File: config.mk
export PLATFORM = sky130hd
export DESIGN_NAME = ahb_sram_ctrl
export DESIGN_NICKNAME = d
export VERILOG_FILES = /design/src/rtl/ahb_sram_ctrl.sv
export SDC_FILE = /design/constraint.sdc
export NUM_CORES = 1
export LEC_CHECK = 0
export ABC_CLOCK_PERIOD_IN_PS = 3850
export CAP_MARGIN = 15
export CORE_ASPECT_RATIO = 0.6
export CORE_MARGIN = 4
export CORE_UTILIZATION = 45
export CTS_BUF_LIST = sky130_fd_sc_hd__clkbuf_2 sky130_fd_sc_hd__clkbuf_4 sky130_fd_sc_hd__clkbuf_8
export DETAILED_ROUTE_END_ITERATION = 12
export GPL_ROUTABILITY_DRIVEN = 0
export PLACE_DENSITY_LB_ADDON = 0.3
export SLEW_MARGIN = 20
export SYNTH_ARGS = -nofsm -noshare
export SYNTH_HDL_FRONTEND = slang
export SYNTH_SLANG_ARGS = --single-unit
File: constraint.sdc
create_clock -name hclk -period 3.85 [get_ports hclk]
set_clock_uncertainty 0.15 [all_clocks]
set_input_delay 0.77 -clock hclk [delete_from_list [all_inputs] [get_ports hclk]]
set_output_delay 0.77 -clock hclk [all_outputs]
set_load 0.01 [all_outputs]
File: src/rtl/ahb_sram_ctrl.sv
// Zero-wait AHB-Lite slave for a 1-cycle-latency single-port SRAM, with a one-entry posted-write
// buffer and read-after-write forwarding. Define AHB_SRAM_ERR_EN for range/size/alignment ERRORs.
module ahb_sram_ctrl #(
    parameter int WIDTH = 32,
    parameter int DEPTH = 1024,
    parameter int AW    = $clog2(DEPTH),
    parameter int BL    = $clog2(WIDTH / 8)
) (
    input  logic               hclk,
    input  logic               hresetn,
    input  logic               hsel,
    input  logic [31:0]        haddr,
    input  logic [1:0]         htrans,
    input  logic               hwrite,
    input  logic [2:0]         hsize,
    input  logic [WIDTH-1:0]   hwdata,
    input  logic               hready,
    output logic               hreadyout,
    output logic               hresp,
    output logic [WIDTH-1:0]   hrdata,
    output logic               mem_cs,
    output logic               mem_we,
    output logic [AW-1:0]      mem_addr,
    output logic [WIDTH-1:0]   mem_wdata,
    output logic [WIDTH/8-1:0] mem_wstrb,
    input  logic [WIDTH-1:0]   mem_rdata,
    output logic               wbuf_pending
);
    localparam int NB = WIDTH / 8;

    typedef enum logic [1:0] {ST_OKAY, ST_ERR1, ST_ERR2} state_t;

    state_t           state_q, state_d;
    logic             hreadyout_q, hreadyout_d;
    logic             hresp_q, hresp_d;
    logic             rd_dphase_q, rd_dphase_d;
    logic             wr_dphase_q, wr_dphase_d;
    logic [AW-1:0]    addr_q, addr_d;
    logic [NB-1:0]    strb_q, strb_d;
    logic             wbuf_pending_q, wbuf_pending_d;
    logic [AW-1:0]    wbuf_addr_q, wbuf_addr_d;
    logic [NB-1:0]    wbuf_strb_q, wbuf_strb_d;
    logic [WIDTH-1:0] wbuf_data_q, wbuf_data_d;
    logic [NB-1:0]    hit_q, hit_d;

    logic             acc, bad_xfer, err_det, rd_acc, wr_acc;
    logic             direct_wr, fill, drain;
    logic [AW-1:0]    req_addr;
    logic [NB-1:0]    req_strb;
    logic [WIDTH-1:0] merged;
    logic             unused_bits;

    // 2^size lanes from the addressed lane upward; oversize clamps to full width, overflow is dropped.
    function automatic logic [NB-1:0] lane_mask(input logic [2:0] size, input logic [BL-1:0] lane);
        logic [2*NB-1:0] ones;
        logic [2*NB-1:0] shifted;
        int              nbytes;
        nbytes = (32'(size) > 32'(BL)) ? NB : (1 << size);
        ones   = '0;
        for (int i = 0; i < NB; i++) begin
            ones[i] = (i < nbytes);
        end
        shifted = ones << lane;
        return shifted[NB-1:0];
    endfunction

`ifdef AHB_SRAM_ERR_EN
    always_comb begin
        bad_xfer = (32'(hsize) > 32'(BL))
                 | ((haddr >> (AW + BL)) != 32'd0)
                 | ((haddr & ((32'd1 << hsize) - 32'd1)) != 32'd0);
    end
`else
    assign bad_xfer = 1'b0;
`endif

    assign unused_bits = ^{htrans[0], haddr[31:AW+BL]};

    always_comb begin
        acc       = hresetn & hsel & hready & htrans[1];
        err_det   = acc & bad_xfer;
        req_addr  = haddr[AW+BL-1:BL];
        req_strb  = lane_mask(hsize, haddr[BL-1:0]);
        rd_acc    = acc & ~hwrite & ~err_det;
        wr_acc    = acc &  hwrite & ~err_det;
        // A read address phase owns the port; a colliding write data phase is parked in the buffer.
        direct_wr = wr_dphase_q & ~rd_acc;
        fill      = wr_dphase_q &  rd_acc;
        drain     = wbuf_pending_q & ~rd_acc & ~wr_dphase_q;
    end

    always_comb begin
        mem_cs    = 1'b0;
        mem_we    = 1'b0;
        mem_addr  = '0;
        mem_wdata = '0;
        mem_wstrb = '0;
        if (rd_acc) begin
            mem_cs   = 1'b1;
            mem_addr = req_addr;
        end else if (direct_wr) begin
            mem_cs    = 1'b1;
            mem_we    = 1'b1;
            mem_addr  = addr_q;
            mem_wdata = hwdata;
            mem_wstrb = strb_q;
        end else if (drain) begin
            mem_cs    = 1'b1;
            mem_we    = 1'b1;
            mem_addr  = wbuf_addr_q;
            mem_wdata = wbuf_data_q;
            mem_wstrb = wbuf_strb_q;
        end
    end

    always_comb begin
        rd_dphase_d    = rd_acc;
        wr_dphase_d    = wr_acc;
        addr_d         = wr_acc ? req_addr : addr_q;
        strb_d         = wr_acc ? req_strb : strb_q;
        wbuf_pending_d = fill | (wbuf_pending_q & ~drain);
        wbuf_addr_d    = fill ? addr_q : wbuf_addr_q;
        wbuf_strb_d    = fill ? strb_q : wbuf_strb_q;
        wbuf_data_d    = fill ? hwdata : wbuf_data_q;

        // Whichever write matches lives in the buffer during the read's data phase.
        hit_d = '0;
        if (rd_acc) begin
            if (wr_dphase_q && (addr_q == req_addr)) begin
                hit_d = hit_d | strb_q;
            end
            if (wbuf_pending_q && (wbuf_addr_q == req_addr)) begin
                hit_d = hit_d | wbuf_strb_q;
            end
        end

        state_d     = ST_OKAY;
        hreadyout_d = 1'b1;
        hresp_d     = 1'b0;
        case (state_q)
            ST_ERR1: begin
                state_d = ST_ERR2;
                hresp_d = 1'b1;
            end
            default: begin
                if (err_det) begin
                    state_d     = ST_ERR1;
                    hreadyout_d = 1'b0;
                    hresp_d     = 1'b1;
                end
            end
        endcase
    end

    always_ff @(posedge hclk or negedge hresetn) begin
        if (!hresetn) begin
            state_q        <= ST_OKAY;
            hreadyout_q    <= 1'b1;
            hresp_q        <= 1'b0;
            rd_dphase_q    <= 1'b0;
            wr_dphase_q    <= 1'b0;
            addr_q         <= '0;
            strb_q         <= '0;
            wbuf_pending_q <= 1'b0;
            wbuf_addr_q    <= '0;
            wbuf_strb_q    <= '0;
            wbuf_data_q    <= '0;
            hit_q          <= '0;
        end else begin
            state_q        <= state_d;
            hreadyout_q    <= hreadyout_d;
            hresp_q        <= hresp_d;
            rd_dphase_q    <= rd_dphase_d;
            wr_dphase_q    <= wr_dphase_d;
            addr_q         <= addr_d;
            strb_q         <= strb_d;
            wbuf_pending_q <= wbuf_pending_d;
            wbuf_addr_q    <= wbuf_addr_d;
            wbuf_strb_q    <= wbuf_strb_d;
            wbuf_data_q    <= wbuf_data_d;
            hit_q          <= hit_d;
        end
    end

    genvar gi;
    generate
        for (gi = 0; gi < NB; gi++) begin : g_lane
            assign merged[gi*8 +: 8] = hit_q[gi] ? wbuf_data_q[gi*8 +: 8] : mem_rdata[gi*8 +: 8];
        end
    endgenerate

    assign hrdata       = rd_dphase_q ? merged : '0;
    assign hreadyout    = hreadyout_q;
    assign hresp        = hresp_q;
    assign wbuf_pending = wbuf_pending_q;

endmodule

=== Yosys cells after proc, flatten, opt, wreduce, memory -nomap -nowiden ===
Index checks and enable logic that the tools add are counted.

* Magnitude comparators: 5
* Equal/unequal tests: 3
* Shifts and indexed selects: 2
* Mux-type cells: 25
* Bitwise logic cells: 16
* Reductions and logical operators: 2

{| class="wikitable"
|+ Operators with widths
! kind !! count
|-
| $mux 32 || 5
|-
| $lt 3x32->1 const A || 2
|-
| $lt 1x32->1 const A || 1
|-
| $lt 2x32->1 const A || 1
|-
| $mux 8 || 4
|-
| $shl 1x3->32 const A || 1
|-
| $mux 10 || 3
|-
| $mux 4 || 7
|-
| $eq 10x10->1 || 2
|-
| $and 1x1->1 || 10
|-
| $mux 1 || 5
|-
| $not 1->1 || 4
|-
| $or 4x4->4 || 1
|-
| $shl 4x2->4 || 1
|-
| $gt 3x2->1 const B || 1
|-
| $eq 2x1->1 const B || 1
|-
| $logic_and 1x1->1 || 2
|-
| $mux 2 || 1
|-
| $or 1x1->1 || 1
|}

* Register bits: 70
* Input bits: 106
* Output and inout port bits: 83
* Logic and storage cells: 64

=== Longest topological paths before layout ===
Gate-level depths: netlist (run 1).

* Depth after elaboration: 10
* Depth in mapped cells: 6
* Mapped depth without buffers: 5

=== Worst setup path after synthesis (run 1) ===
OpenSTA, ideal clock, no wires.

* Kind: input to output
* Start: input htrans[1]
* End: output mem_wdata[0]
* Arrival: 1.710 ns
* Required time: 2.930 ns
* Slack: 1.220 ns
* Cell stages on the path: 6
* Buffers on the path: 3
* Cells stage by stage: and3_4 and3b_1 buf_2 buf_2 buf_2 nor2_1

* Cells in the longest elaborated chain, start to end: 8
* Elaborated cells between the ends (all ways): 9

{| class="wikitable"
|+ Ends and longest elaborated chain
! element !! line !! RTL
|-
| start, declared || 13 || <nowiki>input logic [1:0] htrans,</nowiki>
|-
| $and 1x1->1 (*) || 80 || <nowiki>acc = hresetn & hsel & hready & htrans[1];</nowiki>
|-
| $and 1x1->1 (*) || 84 || <nowiki>rd_acc = acc & ~hwrite & ~err_det;</nowiki>
|-
| $not 1->1 || 87, 89 ||
|-
| $and 1x1->1 (2 in series) || 89 || <nowiki>drain = wbuf_pending_q & ~rd_acc & ~wr_dphase_q;</nowiki>
|-
| $mux 32 || 107 || <nowiki>end else if (drain) begin</nowiki>
|-
| $mux 32 || 101 || <nowiki>end else if (direct_wr) begin</nowiki>
|-
| $mux 32 (*) || 98 || <nowiki>if (rd_acc) begin</nowiki>
|-
| end, declared || 24 || <nowiki>output logic [WIDTH-1:0] mem_wdata,</nowiki>
|}

Every way passes the cells marked *; elsewhere a longest branch is shown, timed or not.

=== Worst setup path in the final report (run 1) ===
* Start: input htrans[1]
* End: output mem_addr[9]

* Cells in the longest elaborated chain, start to end: 8
* Elaborated cells between the ends (all ways): 9

{| class="wikitable"
|+ Ends and longest elaborated chain
! element !! line !! RTL
|-
| $and 1x1->1 (*) || 80 ||
|-
| $and 1x1->1 (*) || 84 ||
|-
| $not 1->1 || 87, 89 ||
|-
| $and 1x1->1 (2 in series) || 89 ||
|-
| $mux 10 || 107 ||
|-
| $mux 10 || 101 ||
|-
| $mux 10 (*) || 98 ||
|-
| end, declared || 23 || <nowiki>output logic [AW-1:0] mem_addr,</nowiki>
|}

Marks and branches as above.

==> results of run 1 <==
[cell type report]
cell class	count	area (µm²)	share of cell area
Clock buffer	12	153	0.0259
Clock inverter	3	15.0	0.00255
Inverter	1	3.75	0.000636
Multi-Input combinational cell	309	2190	0.371
Sequential cell	67	1680	0.284
Tap cell	112	140	0.0238
Timing Repair Buffer	172	1720	0.292
[Yosys cell counts, drive strengths merged (2+ instances only)]
cell / instances / share of area
nor2b: 33 / 0.051
a22o: 4 / 0.0086
xnor2: 16 / 0.035
mux2: 46 / 0.13
dfrtp: 67 / 0.41
mux2i: 32 / 0.079
nor3: 4 / 0.0049
conb: 2 / 0.0019
nand4: 3 / 0.0046
o21ai: 11 / 0.014
buf: 26 / 0.042
o31ai: 2 / 0.0037
nor2: 43 / 0.040
xor2: 4 / 0.0086
nand2: 47 / 0.043
a22oi: 46 / 0.085
clkbuf: 8 / 0.0074
and3: 5 / 0.0089
[stage by stage]
stage                util  cell area [µm²]  cells  power, W  worst slack (ns)
floorplan               -             4060    411  0.000891              1.22
global placement    0.662             5730    661   0.00104             0.338
detailed placement  0.662             5730    661   0.00105             0.274
CTS                 0.682             5900    676   0.00156             0.279
global route        0.682             5900    676   0.00162             0.201
finish              0.682             5900    676   0.00155             0.295
[how the worst max path moves through the flow]
stage,startpoint,endpoint
5_1_grt,hsel,mem_addr[0]
3_5_place_dp,htrans[1],mem_addr[0]
4_1_cts,htrans[1],mem_addr[0]
3_3_place_gp,htrans[1],mem_addr[7]
2_1_floorplan,htrans[1],mem_wdata[0]
6_report,htrans[1],mem_addr[9]
[worst register-to-register path, delay by kind of cell (launching register included)]
family                 cells  cell delay, ns
and+or+nand+nor            1            0.60
muxes                      1            0.39
DFF                        1            0.72
buffers and inverters      2            0.69
[per-layer routing]
| layer | wire length (µm) | part of all wire | global-route usage |
|---|---|---|---|
| met2 | 5540 | 0.46 | 0.369 |
| met1 | 5230 | 0.43 | 0.289 |
| met5 | 0 | 0 | 0 |
| met4 | 136 | 0.011 | 0.0452 |
| met3 | 1120 | 0.093 | 0.0624 |
[where the power goes]
part / leakage, nW / internal [W] / switching, W / total (W)
Sequential: 0.912 / 0.000745 / 0.0000488 / 0.000794
Clock: 0.0928 / 0.000259 / 0.000248 / 0.000507
Combinational: 1.46 / 0.000147 / 0.0000995 / 0.000247
[state kept, by name, indices dropped and copies added (netlist names)]
name	count
wbuf_addr_q	10
addr_q	10
strb_q	4
rd_dphase_q	1
hit_q	4
wbuf_data_q	32
wr_dphase_q	1
wbuf_pending	1
wbuf_strb_q	4
[placed cells by master (no fill, tap or decap), types with 3 or more instances in the layout]
cell type        instances
xnor2_1                 16
a22oi_1                 46
mux2i_1                 32
nand4_1                  3
nor2b_1                 32
clkbuf_8                10
mux2_2                  46
clkinv_2                 3
clkdlybuf4s50_1        164
and3_1                   4
nand2_1                 47
o21ai_0                 11
xor2_1                   4
a22o_1                   4
nor2_1                  43
dfrtp_1                 66
nor3_1                   4
buf_4                    5
[kinds of logic (layout without fill, tap and decap cells)]
| logic type | count (synthesis) | in the layout | synth area share |
|---|---|---|---|
| simple gates | 141 | 141 | 0.164 |
| mux | 78 | 78 | 0.207 |
| compound gates | 67 | 67 | 0.118 |
| flops | 67 | 67 | 0.413 |
| buf+inv | 35 | 188 | 0.0503 |
| xor+xnor | 20 | 20 | 0.0432 |
| other cells | 2 | 2 | 0.00185 |
| fa+ha+maj | 1 | 1 | 0.00247 |
==> impl_metrics.ini, run 1 <==
[critical_path]
critPathTopFamily = buffers and inverters
r2r-start = wr_dphase_q
path_buf_inv = 3
required_ns = 2.93
crit_top_cell = clkdlybuf4s50_1
rr_endpoint = wbuf_strb_q[3]
worstPathCellList = clkdlybuf4s50_1 > and3_4 > and3b_2 > buf_12 > nand2_1 > o21ai_0 > clkdlybuf4s50_1
r2r_cells = 4
cp_slowest_cell = clkdlybuf4s50_1
crit_arrival_ns = 2.63
cp_max_fo = 61
worst_path_largest_cell_delay_ns = 0.57
cp.depth = 7
reg2reg_setup_slack_ns = 1.19
crit_type = input port to output pin
end_kind = output pin
critPathLaunchType = input port

[cts]
clk_pin_slew_worst_paths_ns = 0.06
cts_root_buffer = clkbuf_8
post_cts_buffers = 0
cts_resized = 0
cts_tree = built
htreeDepth = 3
clk_path_buf_depth = 2
numCtsBuffers = 9
clk_latency_ns = 0.32
cts_hold_buf = 0
cts.sinks = 67

[hold_path]
min_from = strb_q[2]
hold_end = strb_q[2]
hp-class = flip-flop to flip-flop
worstHoldPathCells = 1

[route]
drt-total-wl_mm = 12.0
drt-wirelength-per-cell_um = 17.8
routed_via_density = 5.50
firstDrtPassIters = 4
drc = 0
vias = 3721
drt-initial-drc-count = 190
ant_nets = 0

[final_layout]
area_growth_syn_to_layout_pct = 45.4
layout-drive-gt1-share = 0.131
n_antenna_cell = 0
fin_nets = 666
fillCellCount = 691

[power_and_ir_drop]
irDropWorstVdd_uv = 163
leakagePower_nw = 2.46
power_density_nw_per_um2 = 262

[sta]
worst_pin_slew_ns = 0.869
drv_slew = 0
slew_headroom = 0.421
hold_ws_ns = 0.389
final-hold-violation-count = 0
max_freq_mhz = 281
grt_setup_unrepaired = no
finalCritPeriodShare = 0.923
min_period_ns = 3.55
finalSetupTns_ns = 0
finalSetupViolCount = 0

[synthesis]
ys_warn_count = 0
post_synth_num_cell_types = 34
synth-edff-count = 0
synth_cells = 411
synthArstFlopShare = 1.00
syn-cell-area_um2 = 4060
synth-seq-cells = 67
synth.avg_cell_area_um2 = 9.87
ys_seq_area_frac = 0.413
syn-num-nets = 517
synth_flop_cell = dfrtp_1

[grt]
grt_pass1_wl_mm = 18.8
first_global_vias = 3781
grt_max_degree = 68
grt_overflow = 0
antenna_found_initial = 0
track_usage = 0.221

[job]
cap_violations = 0

[placement]
port_buffers = 165
hpwl_mm = 8.74

[floorplanning]
die_h_um = 81.5
io_pins = 189
core-area_um2 = 8650
fp.dieW_um = 131
rows = 26
start_util = 0.469
dieArea_um2 = 10600

[outcome]
status = finished clean
Power figures use the tool's default switching activity.
==> run 2, diff against run 1 <==
- ABC_CLOCK_PERIOD_IN_PS: 3850 -> 4300
- RECOVER_POWER: default -> 50
- clock period: 3.85 -> 4.3 ns (I/O delays scaled with it)
==> run 2 against run 1 <==
  * The flow now finishes with violations (capacitance limit, slew limit)
  * Design area grew 0.70%
  * Cell count rose by 0.15%
  * Clock power up 18%
  * Combinational power fell by 10%
  * Worst setup slack better by 0.19 ns
  * Die area unchanged
  * Worst hold slack improved by 0.0032 ns
  * Power fell by 1.1%
  * Flip-flop and latch count did not move
  * Non-clock buffer count unchanged
  * Highest routed layer unchanged
==> impl_metrics.ini, run 2 (synthesis results as in run 1) <==
[outcome]
status = finished with violations
violations = capacitance limit, slew limit

[grt]
grt_pass1_wl_mm = 19.2
grt_max_degree = 68
first_global_vias = 3801
track_usage = 0.228
antenna_found_initial = 0
grt_overflow = 0

[sta]
worst_pin_slew_ns = 1.65
slew_headroom = -0.100
grt_setup_unrepaired = no
max_freq_mhz = 262
worst_slack_ns = 0.490
drv_slew = 68
min_period_ns = 3.81
finalSetupViolCount = 0
final-hold-violation-count = 0
finalSetupTns_ns = 0
finalCritPeriodShare = 0.886

[cts]
htreeDepth = 3
cts_resized = 0
clk_latency_ns = 0.34
cts.sinks = 67
clk_path_buf_depth = 2
post_cts_buffers = 0
numCtsBuffers = 9
clk_pin_slew_worst_paths_ns = 0.07
cts_hold_buf = 0
cts_tree = built
cts_root_buffer = clkbuf_8

[route]
drt-total-wl_mm = 11.9
drt-wirelength-per-cell_um = 17.6
vias = 3682
drt-initial-drc-count = 216
drc = 0
routed_via_density = 5.44
firstDrtPassIters = 4
ant_nets = 0

[final_layout]
layout-drive-gt1-share = 0.120
final_common_cell = clkdlybuf4s50_1
largestRegisters = wbuf_data_q: 32 flops, addr_q: 10 flops, wbuf_addr_q: 10 flops
final_cell_mix = clkdlybuf4s50_1, dfrtp_1, nand2_1
regMostFlops = wbuf_data_q
stdcell_count = 677
fin_nets = 666
area_growth_syn_to_layout_pct = 46.5
largest_reg_flops = 32
n_antenna_cell = 0

[power_and_ir_drop]
p_sw_frac = 0.241
leakagePower_nw = 2.48
p_clk_frac = 0.391
irDropWorstVdd_uv = 217
internal_power_w = 0.00116
power_density_nw_per_um2 = 258
pwr-share-comb = 0.145
p_seq_frac = 0.464
p_switching_w = 0.000369
power_w = 0.00153

[placement]
port_buffers = 165
hpwl_mm = 8.61
dp.cells = 661
pre_cts_slack_ns = 0.560

[critical_path]
cp_max_fo = 61
end_kind = output pin
crit_type = input port to output pin
rr_endpoint = wbuf_data_q[24]
critPathLaunchType = input port
required_ns = 3.29
crit_start = htrans[1]
r2r_cells = 4
crit_arrival_ns = 2.80
endpoint = mem_addr[7]
reg2reg_setup_slack_ns = 1.05
r2r-start = wr_dphase_q

[hold_path]
hp-class = flip-flop to flip-flop

[floorplanning]
die_h_um = 81.5
io_pins = 189
core-area_um2 = 8650
fp.dieW_um = 131
rows = 26
start_util = 0.469
dieArea_um2 = 10600

[job]
cap_violations = 1
run 2: cell types whose count changed in the layout (fill, tap and decap cells not counted), sizes merged, moves of 2 or more:
| cell | previous run | this run |
|---|---|---|
| buf | 8 | 3 |
| clkinv | 3 | 1 |
| clkbuf | 12 | 17 |
| bufinv | 0 | 2 |
| dlygate4sd3 | 0 | 2 |
| clkdlybuf4s50 | 164 | 162 |
run 2: stage by stage:
step / utilization / hold WS, ns / cell area (µm²)
5_1_grt: 0.687 / 0.404 / 5940
3_5_place_dp: 0.662 / 0.375 / 5730
4_1_cts: 0.689 / 0.391 / 5960
2_1_floorplan: - / 0.330 / 4060
3_3_place_gp: 0.662 / 0.366 / 5730
6_report: 0.687 / 0.392 / 5940
run 2: routing by layer:
metal / GRT usage / up-vias / wire length [µm]
li1: - / 1728 / -
met1: 0.301 / 1793 / 5180
met2: 0.368 / 148 / 5540
met3: 0.0689 / 13 / 1090
met4: 0.0637 / 0 / 114
met5: 0 / - / 0
run 2: worst max-delay path, cell delays in order:
cell             delay [ns]
dlygate4sd3_1          0.51
and3_1                 0.19
and3b_1                0.22
buf_12                 0.26
nand2_1                0.08
o21ai_0                0.08
clkdlybuf4s50_1        0.59
run 2: area by class of cell:
class                      instances  area, µm²
fill                             684       2710
timing repair buffer             172       1710
clock buffer                      12        159
tap                              112        140
multi-input combinational        309       2180
inverter                           1       3.75
clock inverter                     4       72.6
sequential                        67       1680
run 2: power by group through the flow:
stage	logic, W	clock network [W]	registers [W]
finish	0.000222	0.000599	0.000710
global route	0.000244	0.000642	0.000714
CTS	0.000225	0.000612	0.000709
detailed placement	0.000223	0	0.000721
global placement	0.000216	0	0.000716
floorplan	0.0000901	0	0.000708
run 2: how the worst min path moves through the flow:
stage	to	start	depth (start not counted)	slack, ns
floorplan	strb_q[0]	strb_q[0]	2	0.33
global placement	wbuf_data_q[17]	wbuf_data_q[17]	1	0.37
detailed placement	wbuf_data_q[19]	wbuf_data_q[19]	1	0.37
CTS	wbuf_data_q[19]	wbuf_data_q[19]	1	0.39
global route	wbuf_strb_q[1]	wbuf_strb_q[1]	1	0.40
finish	wbuf_data_q[19]	wbuf_data_q[19]	1	0.39
==> run 3, diff against run 2 <==
- CORE_ASPECT_RATIO: 0.6 -> default
==> run 3 against run 2 <==
  * The run still ends with capacitance limit, slew limit left
  * Design area up 0.44%
  * Flip-flop and latch count unchanged
  * Worst hold slack worse by 0.0038 ns
  * Critical endpoint is now mem_addr[9]
  * Largest cell class unchanged
==> impl_metrics.ini, run 3 (synthesis results as in run 1) <==
[power_and_ir_drop]
pwr-share-comb = 0.136
internal_power_w = 0.00124
p_seq_frac = 0.439
irDropWorstVdd_uv = 184
power_w = 0.00161
p_switching_w = 0.000370
p_clk_frac = 0.425
leakagePower_nw = 2.49
p_sw_frac = 0.230
power_density_nw_per_um2 = 270

[route]
drc = 0
routed_via_density = 5.46
ant_nets = 0
firstDrtPassIters = 4
drt-total-wl_mm = 12.1
drt-wirelength-per-cell_um = 18.0
vias = 3689
drt-initial-drc-count = 163

[floorplanning]
core-area_um2 = 8760
fp.dieW_um = 103
rows = 34
die_h_um = 103
io_pins = 189
start_util = 0.463
dieArea_um2 = 10600

[critical_path]
worst_path_largest_cell_delay_ns = 0.57
rr_endpoint = wbuf_data_q[29]
critPathTopFamily = buffers and inverters
endpoint = mem_addr[9]
path_buf_inv = 3
end_kind = output pin
required_ns = 3.29
crit_type = input port to output pin
cp_max_fo = 23
cp_slowest_cell = clkdlybuf4s50_1
r2r-start = wr_dphase_q
crit_start = htrans[1]
crit_arrival_ns = 2.78
r2r_cells = 4
reg2reg_setup_slack_ns = 1.22
critPathLaunchType = input port
cp.depth = 6
worstPathCellList = dlygate4sd3_1 > and3_1 > and3b_1 > buf_4 > o21ai_0 > clkdlybuf4s50_1

[sta]
hold_ws_ns = 0.389
finalSetupTns_ns = 0
final-hold-violation-count = 0
finalCritPeriodShare = 0.881
drv_slew = 68
min_period_ns = 3.79
finalSetupViolCount = 0
slew_headroom = -0.111
max_freq_mhz = 264
worst_pin_slew_ns = 1.67
grt_setup_unrepaired = no

[cts]
clk_pin_slew_worst_paths_ns = 0.07
cts_resized = 0
htreeDepth = 3
cts_hold_buf = 0
clk_latency_ns = 0.34
clk_path_buf_depth = 2
cts_root_buffer = clkbuf_8
cts_tree = built
post_cts_buffers = 0
numCtsBuffers = 9
cts.sinks = 67

[placement]
placed_cell_area_um2 = 5720
hpwl_mm = 8.80
port_buffers = 165

[grt]
grt_max_degree = 68
grt_use_met2 = 0.403
top_usage_layer = met2
grtUsageMet3 = 0.0447
grt_overflow = 0
first_global_vias = 3669
grt_pass1_wl_mm = 18.6
grt_util_met1 = 0.270
antenna_found_initial = 0
track_usage = 0.225

[hold_path]
hp-class = flip-flop to flip-flop

[final_layout]
fin_nets = 669
largestRegisters = wbuf_data_q: 32 flops, addr_q: 10 flops, wbuf_addr_q: 10 flops
regMostFlops = wbuf_data_q
finalInstanceArea_um2 = 5970
area_growth_syn_to_layout_pct = 47.1
layout-drive-gt1-share = 0.127
final_cell_mix = clkdlybuf4s50_1, dfrtp_1, nand2_1
largest_reg_flops = 32
n_antenna_cell = 0
final_common_cell = clkdlybuf4s50_1

[outcome]
status = finished with violations
violations = capacitance limit, slew limit

[job]
cap_violations = 1
run 3: cell types whose count changed in the layout (fill, tap and decap cells not counted), sizes merged:
cell,previous run,this run
buf,3,6
bufinv,2,4
dlygate4sd3,2,1
clkbuf,17,14
clkinvlp,1,2
clkdlybuf4s50,162,163
run 3: area by class of cell:
class	count	area, µm²
Fill cell	697	2800
Timing Repair Buffer	175	1710
Tap cell	108	135
Clock buffer	9	124
Sequential cell	67	1680
Inverter	1	3.75
Clock inverter	7	140
Multi-Input combinational cell	309	2180
run 3: worst min-delay path by stage:
| stage | slack, ns | startpoint | endpoint | cells past startpoint |
|---|---|---|---|---|
| finish | 0.39 | wbuf_data_q[23] | wbuf_data_q[23] | 1 |
| global route | 0.41 | wbuf_data_q[15] | wbuf_data_q[15] | 1 |
| CTS | 0.39 | wbuf_data_q[19] | wbuf_data_q[19] | 1 |
| detailed placement | 0.38 | wbuf_data_q[8] | wbuf_data_q[8] | 1 |
| global placement | 0.37 | wbuf_data_q[22] | wbuf_data_q[22] | 1 |
| floorplan | 0.33 | strb_q[0] | strb_q[0] | 2 |
run 3: metrics by stage:
| step | std cells | setup WS (ns) | util |
|---|---|---|---|
| 2_1_floorplan | 411 | 1.49 | - |
| 3_3_place_gp | 660 | 0.636 | 0.653 |
| 3_5_place_dp | 660 | 0.610 | 0.653 |
| 4_1_cts | 676 | 0.593 | 0.683 |
| 5_1_grt | 676 | 0.361 | 0.681 |
| 6_report | 676 | 0.512 | 0.681 |
run 3: power groups by stage:
stage          clock (W)  sequential (W)  combinational (W)
4_1_cts         0.000696        0.000707           0.000223
3_5_place_dp           0        0.000720           0.000221
6_report        0.000684        0.000708           0.000219
5_1_grt         0.000730        0.000713           0.000241
2_1_floorplan          0        0.000708          0.0000901
3_3_place_gp           0        0.000716           0.000215
run 3: worst register-to-register path: stages (launching register included):
cell and delay [ns]:
dfrtp_2 0.39, buf_4 0.50, and4b_2 0.38, clkbuf_1 1.08, mux2_2 0.47
run 3: layer usage:
layer  vias to the layer above  wire length (µm)
met3                        14               965
li1                       1741                 -
met1                      1788              4920
met4                         0               176
met2                       146              6070
met5                         -                 0
